==> src/rtl/wb_arbiter.sv <==
// wb_arbiter: pipelined Wishbone B4 arbiter, LSM (m0) and fetch (m1) onto one slave.
// Define WB_ARB_ROUND_ROBIN_EN for round-robin arbitration instead of m0 > m1.
module wb_arbiter #(
  parameter int unsigned OUTST_W = 4
) (
  input  logic        clk_i,
  input  logic        rst_ni,
  input  logic [31:0] m0_adr_i,
  input  logic [31:0] m0_dat_i,
  input  logic        m0_we_i,
  input  logic [3:0]  m0_sel_i,
  input  logic        m0_stb_i,
  input  logic        m0_cyc_i,
  output logic [31:0] m0_dat_o,
  output logic        m0_ack_o,
  output logic        m0_stall_o,
  input  logic [31:0] m1_adr_i,
  input  logic [31:0] m1_dat_i,
  input  logic        m1_we_i,
  input  logic [3:0]  m1_sel_i,
  input  logic        m1_stb_i,
  input  logic        m1_cyc_i,
  output logic [31:0] m1_dat_o,
  output logic        m1_ack_o,
  output logic        m1_stall_o,
  output logic [31:0] s_adr_o,
  output logic [31:0] s_dat_o,
  output logic        s_we_o,
  output logic [3:0]  s_sel_o,
  output logic        s_stb_o,
  output logic        s_cyc_o,
  input  logic [31:0] s_dat_i,
  input  logic        s_ack_i,
  input  logic        s_stall_i,
  output logic [1:0]  grant_o
);

  typedef enum logic [1:0] {
    IDLE,
    GRANT_M0,
    GRANT_M1
  } state_t;

  state_t             state;
  logic [1:0]         grant_q;
  logic [OUTST_W-1:0] outst;

  logic own0, own1;
  logic cur_cyc, cur_stb;
  logic full, pending;
  logic accept, retire, release_ok;
  logic pick0, pick1;

  assign own0 = (state == GRANT_M0);
  assign own1 = (state == GRANT_M1);

  assign cur_cyc = (own0 & m0_cyc_i) | (own1 & m1_cyc_i);
  assign cur_stb = (own0 & m0_stb_i) | (own1 & m1_stb_i);

  assign full    = &outst;
  assign pending = |outst;

  // cyc stays up while acks are owed, even if the master let go early
  assign s_cyc_o = (own0 | own1) & (cur_cyc | pending);
  assign s_stb_o = cur_stb & ~full;
  assign s_adr_o = own0 ? m0_adr_i : (own1 ? m1_adr_i : '0);
  assign s_dat_o = own0 ? m0_dat_i : (own1 ? m1_dat_i : '0);
  assign s_we_o  = (own0 & m0_we_i) | (own1 & m1_we_i);
  assign s_sel_o = own0 ? m0_sel_i : (own1 ? m1_sel_i : '0);

  assign m0_stall_o = ~own0 | s_stall_i | full;
  assign m0_ack_o   = own0 & s_ack_i;
  assign m0_dat_o   = own0 ? s_dat_i : '0;
  assign m1_stall_o = ~own1 | s_stall_i | full;
  assign m1_ack_o   = own1 & s_ack_i;
  assign m1_dat_o   = own1 ? s_dat_i : '0;

  assign grant_o = grant_q;

  assign accept     = s_stb_o & ~s_stall_i;
  assign retire     = s_ack_i & pending;
  assign release_ok = ~cur_cyc
                    & (~pending | ((outst == OUTST_W'(1)) & s_ack_i));

`ifdef WB_ARB_ROUND_ROBIN_EN
  logic last_m1;
  assign pick0 = m0_cyc_i & (~m1_cyc_i | last_m1);
`else
  assign pick0 = m0_cyc_i;
`endif
  assign pick1 = m1_cyc_i & ~pick0;

  always_ff @(posedge clk_i or negedge rst_ni) begin
    if (!rst_ni) begin
      state   <= IDLE;
      grant_q <= 2'b00;
      outst   <= '0;
`ifdef WB_ARB_ROUND_ROBIN_EN
      last_m1 <= 1'b1;
`endif
    end else begin
      unique case (state)
        IDLE: begin
          outst <= '0;
          if (pick0) begin
            state   <= GRANT_M0;
            grant_q <= 2'b01;
`ifdef WB_ARB_ROUND_ROBIN_EN
            last_m1 <= 1'b0;
`endif
          end else if (pick1) begin
            state   <= GRANT_M1;
            grant_q <= 2'b10;
`ifdef WB_ARB_ROUND_ROBIN_EN
            last_m1 <= 1'b1;
`endif
          end
        end
        GRANT_M0, GRANT_M1: begin
          if (release_ok) begin
            state   <= IDLE;
            grant_q <= 2'b00;
            outst   <= '0;
          end else if (accept & ~retire) begin
            outst <= outst + OUTST_W'(1);
          end else if (retire & ~accept) begin
            outst <= outst - OUTST_W'(1);
          end
        end
        default: begin
          state   <= IDLE;
          grant_q <= 2'b00;
          outst   <= '0;
        end
      endcase
    end
  end

endmodule

==> config.mk <==
export PLATFORM = sky130hd
export DESIGN_NAME = wb_arbiter
export DESIGN_NICKNAME = d
export VERILOG_FILES = /design/src/rtl/wb_arbiter.sv
export SDC_FILE = /design/constraint.sdc
export NUM_CORES = 1
export LEC_CHECK = 0
export CAP_MARGIN = 5
export CORE_AREA = 2 2 124 126
export CTS_BUF_LIST = sky130_fd_sc_hd__clkbuf_4
export CTS_CLUSTER_SIZE = 12
export DETAILED_ROUTE_END_ITERATION = 10
export DIE_AREA = 0 0 126 128
export RECOVER_POWER = 50
export SYNTH_ARGS = -nofsm -noshare
export SYNTH_HDL_FRONTEND = slang
export SYNTH_SLANG_ARGS = --single-unit
==> constraint.sdc <==
create_clock -name clk_i -period 2.1 [get_ports clk_i]
set_input_delay 0.42 -clock clk_i [delete_from_list [all_inputs] [get_ports clk_i]]
set_output_delay 0.42 -clock clk_i [all_outputs]
set_load 0.1 [all_outputs]
==> impl_metrics.tcl <==
set metrics [dict create \
    status "complete, but fails checks" \
    violations "setup timing" \
    num_io_pins 319 \
    max_slew.worst_pin.slew_ns 0.556 \
    instances_no_fill 737 \
    design.die.area_mm2 0.0161 \
    vias 3140 \
    maxCapViolCount 0 \
    fin_crit_ns 2.23 \
    grtUsageTotal_pct 15.8 \
    io_buffers 318 \
    placed_area_mm2 0.00734 \
    fin_area_mm2 0.00750 \
    synth_nets 406 \
    synth_area_per_cell_um2 7.60 \
    slowest_delay_ns 0.50 \
    setup_violations 100 \
    drt_iter0_drc 75 \
    fp.dieH_um 128 \
    syn_inst 222 \
    post_drt_wl_per_cell_um 19.5 \
    cp_slowest_cell "dfrtp_4" \
    grt_pass1_wl_um 20300 \
    cts.path.max_buffers 2 \
    core_area_mm2 0.0149 \
    viasPerCell 4.26 \
    globalplace.congestion 0.846 \
    finalHoldViolCount 0 \
    final_cell_mix "176 x clkdlybuf4s50_1, 134 x buf_12, 67 x a22o_4" \
    ys_seq_area_share_pct 8.90 \
    clock_latency_ns 0.25 \
    cp_max_fo 20 \
    holdWs_ns 0.485 \
    fin_util_pct 50.4 \
    grt_max_degree 58 \
    grt_pass1_vias 3251 \
    cp_cell_sequence "inv_4, ha_4, nor2b_4, buf_12, buf_12, a22o_4, buf_12" \
    yosys_warnings 0 \
    layout_commonest_cell "clkdlybuf4s50_1" \
    cp.required_ns 1.68 \
    cp.arrival_ns 1.81 \
    diodes 0 \
    drive_above_1_share_pct 60.1 \
    drcViolationCount 0 \
    dp_hpwl_um 11800 \
    cp-end-kind "primary output" \
    critPathLaunchType "flop" \
    grt_overflow 0 \
    syn_to_final_growth_pct 344 \
    rsz0062_at_grt "yes" \
    n_fill_cell 1305 \
    syn_area_mm2 0.00169 \
    ys_types 35 \
    layout.nets 734 \
    path_clk_slew_ns 0.05 \
    antenna_found_initial 0 \
    cts_tree "done" \
    die_x_um 126 \
    criticalPathCategory "reg -> out" \
    hold_class "in -> async" \
    fin_worst_skew_ns 0.00100 \
    cts_root_buffer "clkbuf_4" \
    ys_ff_latch 6 \
    placed_cells 719 \
    clock-sinks 6 \
    num_rows 45 \
    relSlewSlack_pct 63.1 \
    drt_wl_total_um 14400 \
    slew_viol_final 0 \
    ctsHtreeMaxLevel 1 \
    first_pass_iters 4 \
    cts_buffers 3 \
    initial_utilization_pct 11.3 \
    min_period_over_period_pct 106 \
    fin_ws_ns -0.133 \
    cpMostUsedCell "buf_12" \
    fmax_ghz 0.448 \
    ant_nets 0 \
]
## flip-flops by register name (all words and copies together) (netlist names)
signal	flops
outst	4
grant_o	2
## layout make-up
type	count	area, µm²	area share (%)
clock buffers	4	30.0	0.401
inverters	7	31.3	0.417
multi-input cells	184	2190	29.2
flip-flops and latches	6	158	2.10
well taps	188	235	3.14
repair buffers	348	4850	64.7
## synthesized netlist by cell type, drive strengths merged
master	number	area (µm²)
nand3	1	5.00
o2111a	2	22.5
mux2	1	11.3
nor3	3	15.0
a211oi	2	15.0
a32o	1	10.0
or3b	1	8.76
o21ai	4	20.0
o211ai	1	7.51
buf	12	65.1
o21a	1	7.51
dfrtp	6	150
a21oi	1	5.00
a22o	69	604
a31oi	2	12.5
o31ai	1	21.3
nand2	6	22.5
and2	67	420
nor3b	1	7.51
a21boi	2	15.0
ha	6	75.1
nor2	5	18.8
a211o	1	8.76
inv	7	26.3
a311oi	1	8.76
nor2b	1	6.26
a31o	1	8.76
xnor3	1	22.5
o2bb2ai	1	8.76
a22oi	1	7.51
clkbuf	13	48.8
## routing by layer
| layer | vias up | GRT usage (%) | wire length, µm |
|---|---|---|---|
| met5 | - | 0 | 0 |
| met4 | 0 | 2.07 | 153 |
| met3 | 12 | 3.17 | 951 |
| met2 | 138 | 30.6 | 7880 |
| met1 | 1490 | 18.5 | 5420 |
| li1 | 1500 | - | - |
## logic make-up (layout without fill, tap and decap cells)
| kind of cell | count (synthesis) | count (layout) | share of synthesized area, % |
|---|---|---|---|
| fa+ha+maj | 6 | 6 | 4.45 |
| xor+xnor | 1 | 1 | 1.34 |
| flops | 6 | 6 | 8.90 |
| simple gates | 85 | 85 | 29.9 |
| buf+inv | 32 | 359 | 8.31 |
| compound gates | 91 | 91 | 46.4 |
| mux | 1 | 1 | 0.668 |
## worst max-delay path: cells and delay by family (launching register included)
family,cells,cell delay [ns]
AO/OA/AOI/OAI,1,0.24
buffers and inverters,4,0.54
flip-flops,1,0.50
adder cells (fa/ha/maj),1,0.20
AND/OR/NAND/NOR,1,0.06
## worst paths after layout
kind                            startpoint     endpoint  slack [ns]  depth (start not counted)
worst max-delay path            grant_o[1]  s_dat_o[23]       -0.13                          7
worst min-delay path                rst_ni     outst[3]        0.49                          1
worst max register to register  grant_o[0]     outst[3]       -0.07                          7
worst min register to register    outst[1]     outst[1]        0.69                          2
max in group asynchronous           rst_ni   grant_o[1]        1.36                          1
min in group clk_i                outst[1]     outst[1]        0.69                          2
## metrics by stage
step | TNS (ns) | setup slack (ns)
final | -8.61 | -0.133
after global routing | -12.88 | -0.176
after CTS | -9.19 | -0.135
after detailed placement | -0.0413 | -0.0217
after global placement | 0 | 0.0313
after floorplan | -4.42 | -0.106
## what timing repair did
item / 4_1_cts / 5_1_grt
gates resized for setup: 7 / 15
endpoints found under the setup margin: 102 / 108
cloned: 0 / 4
pin swaps: 4 / 2
hold buffers: 0 / 0
buffers inserted: 7 / 3
Power is not shown: default switching activity piles up to over one toggle a cycle in this logic, so the estimate is an artifact.
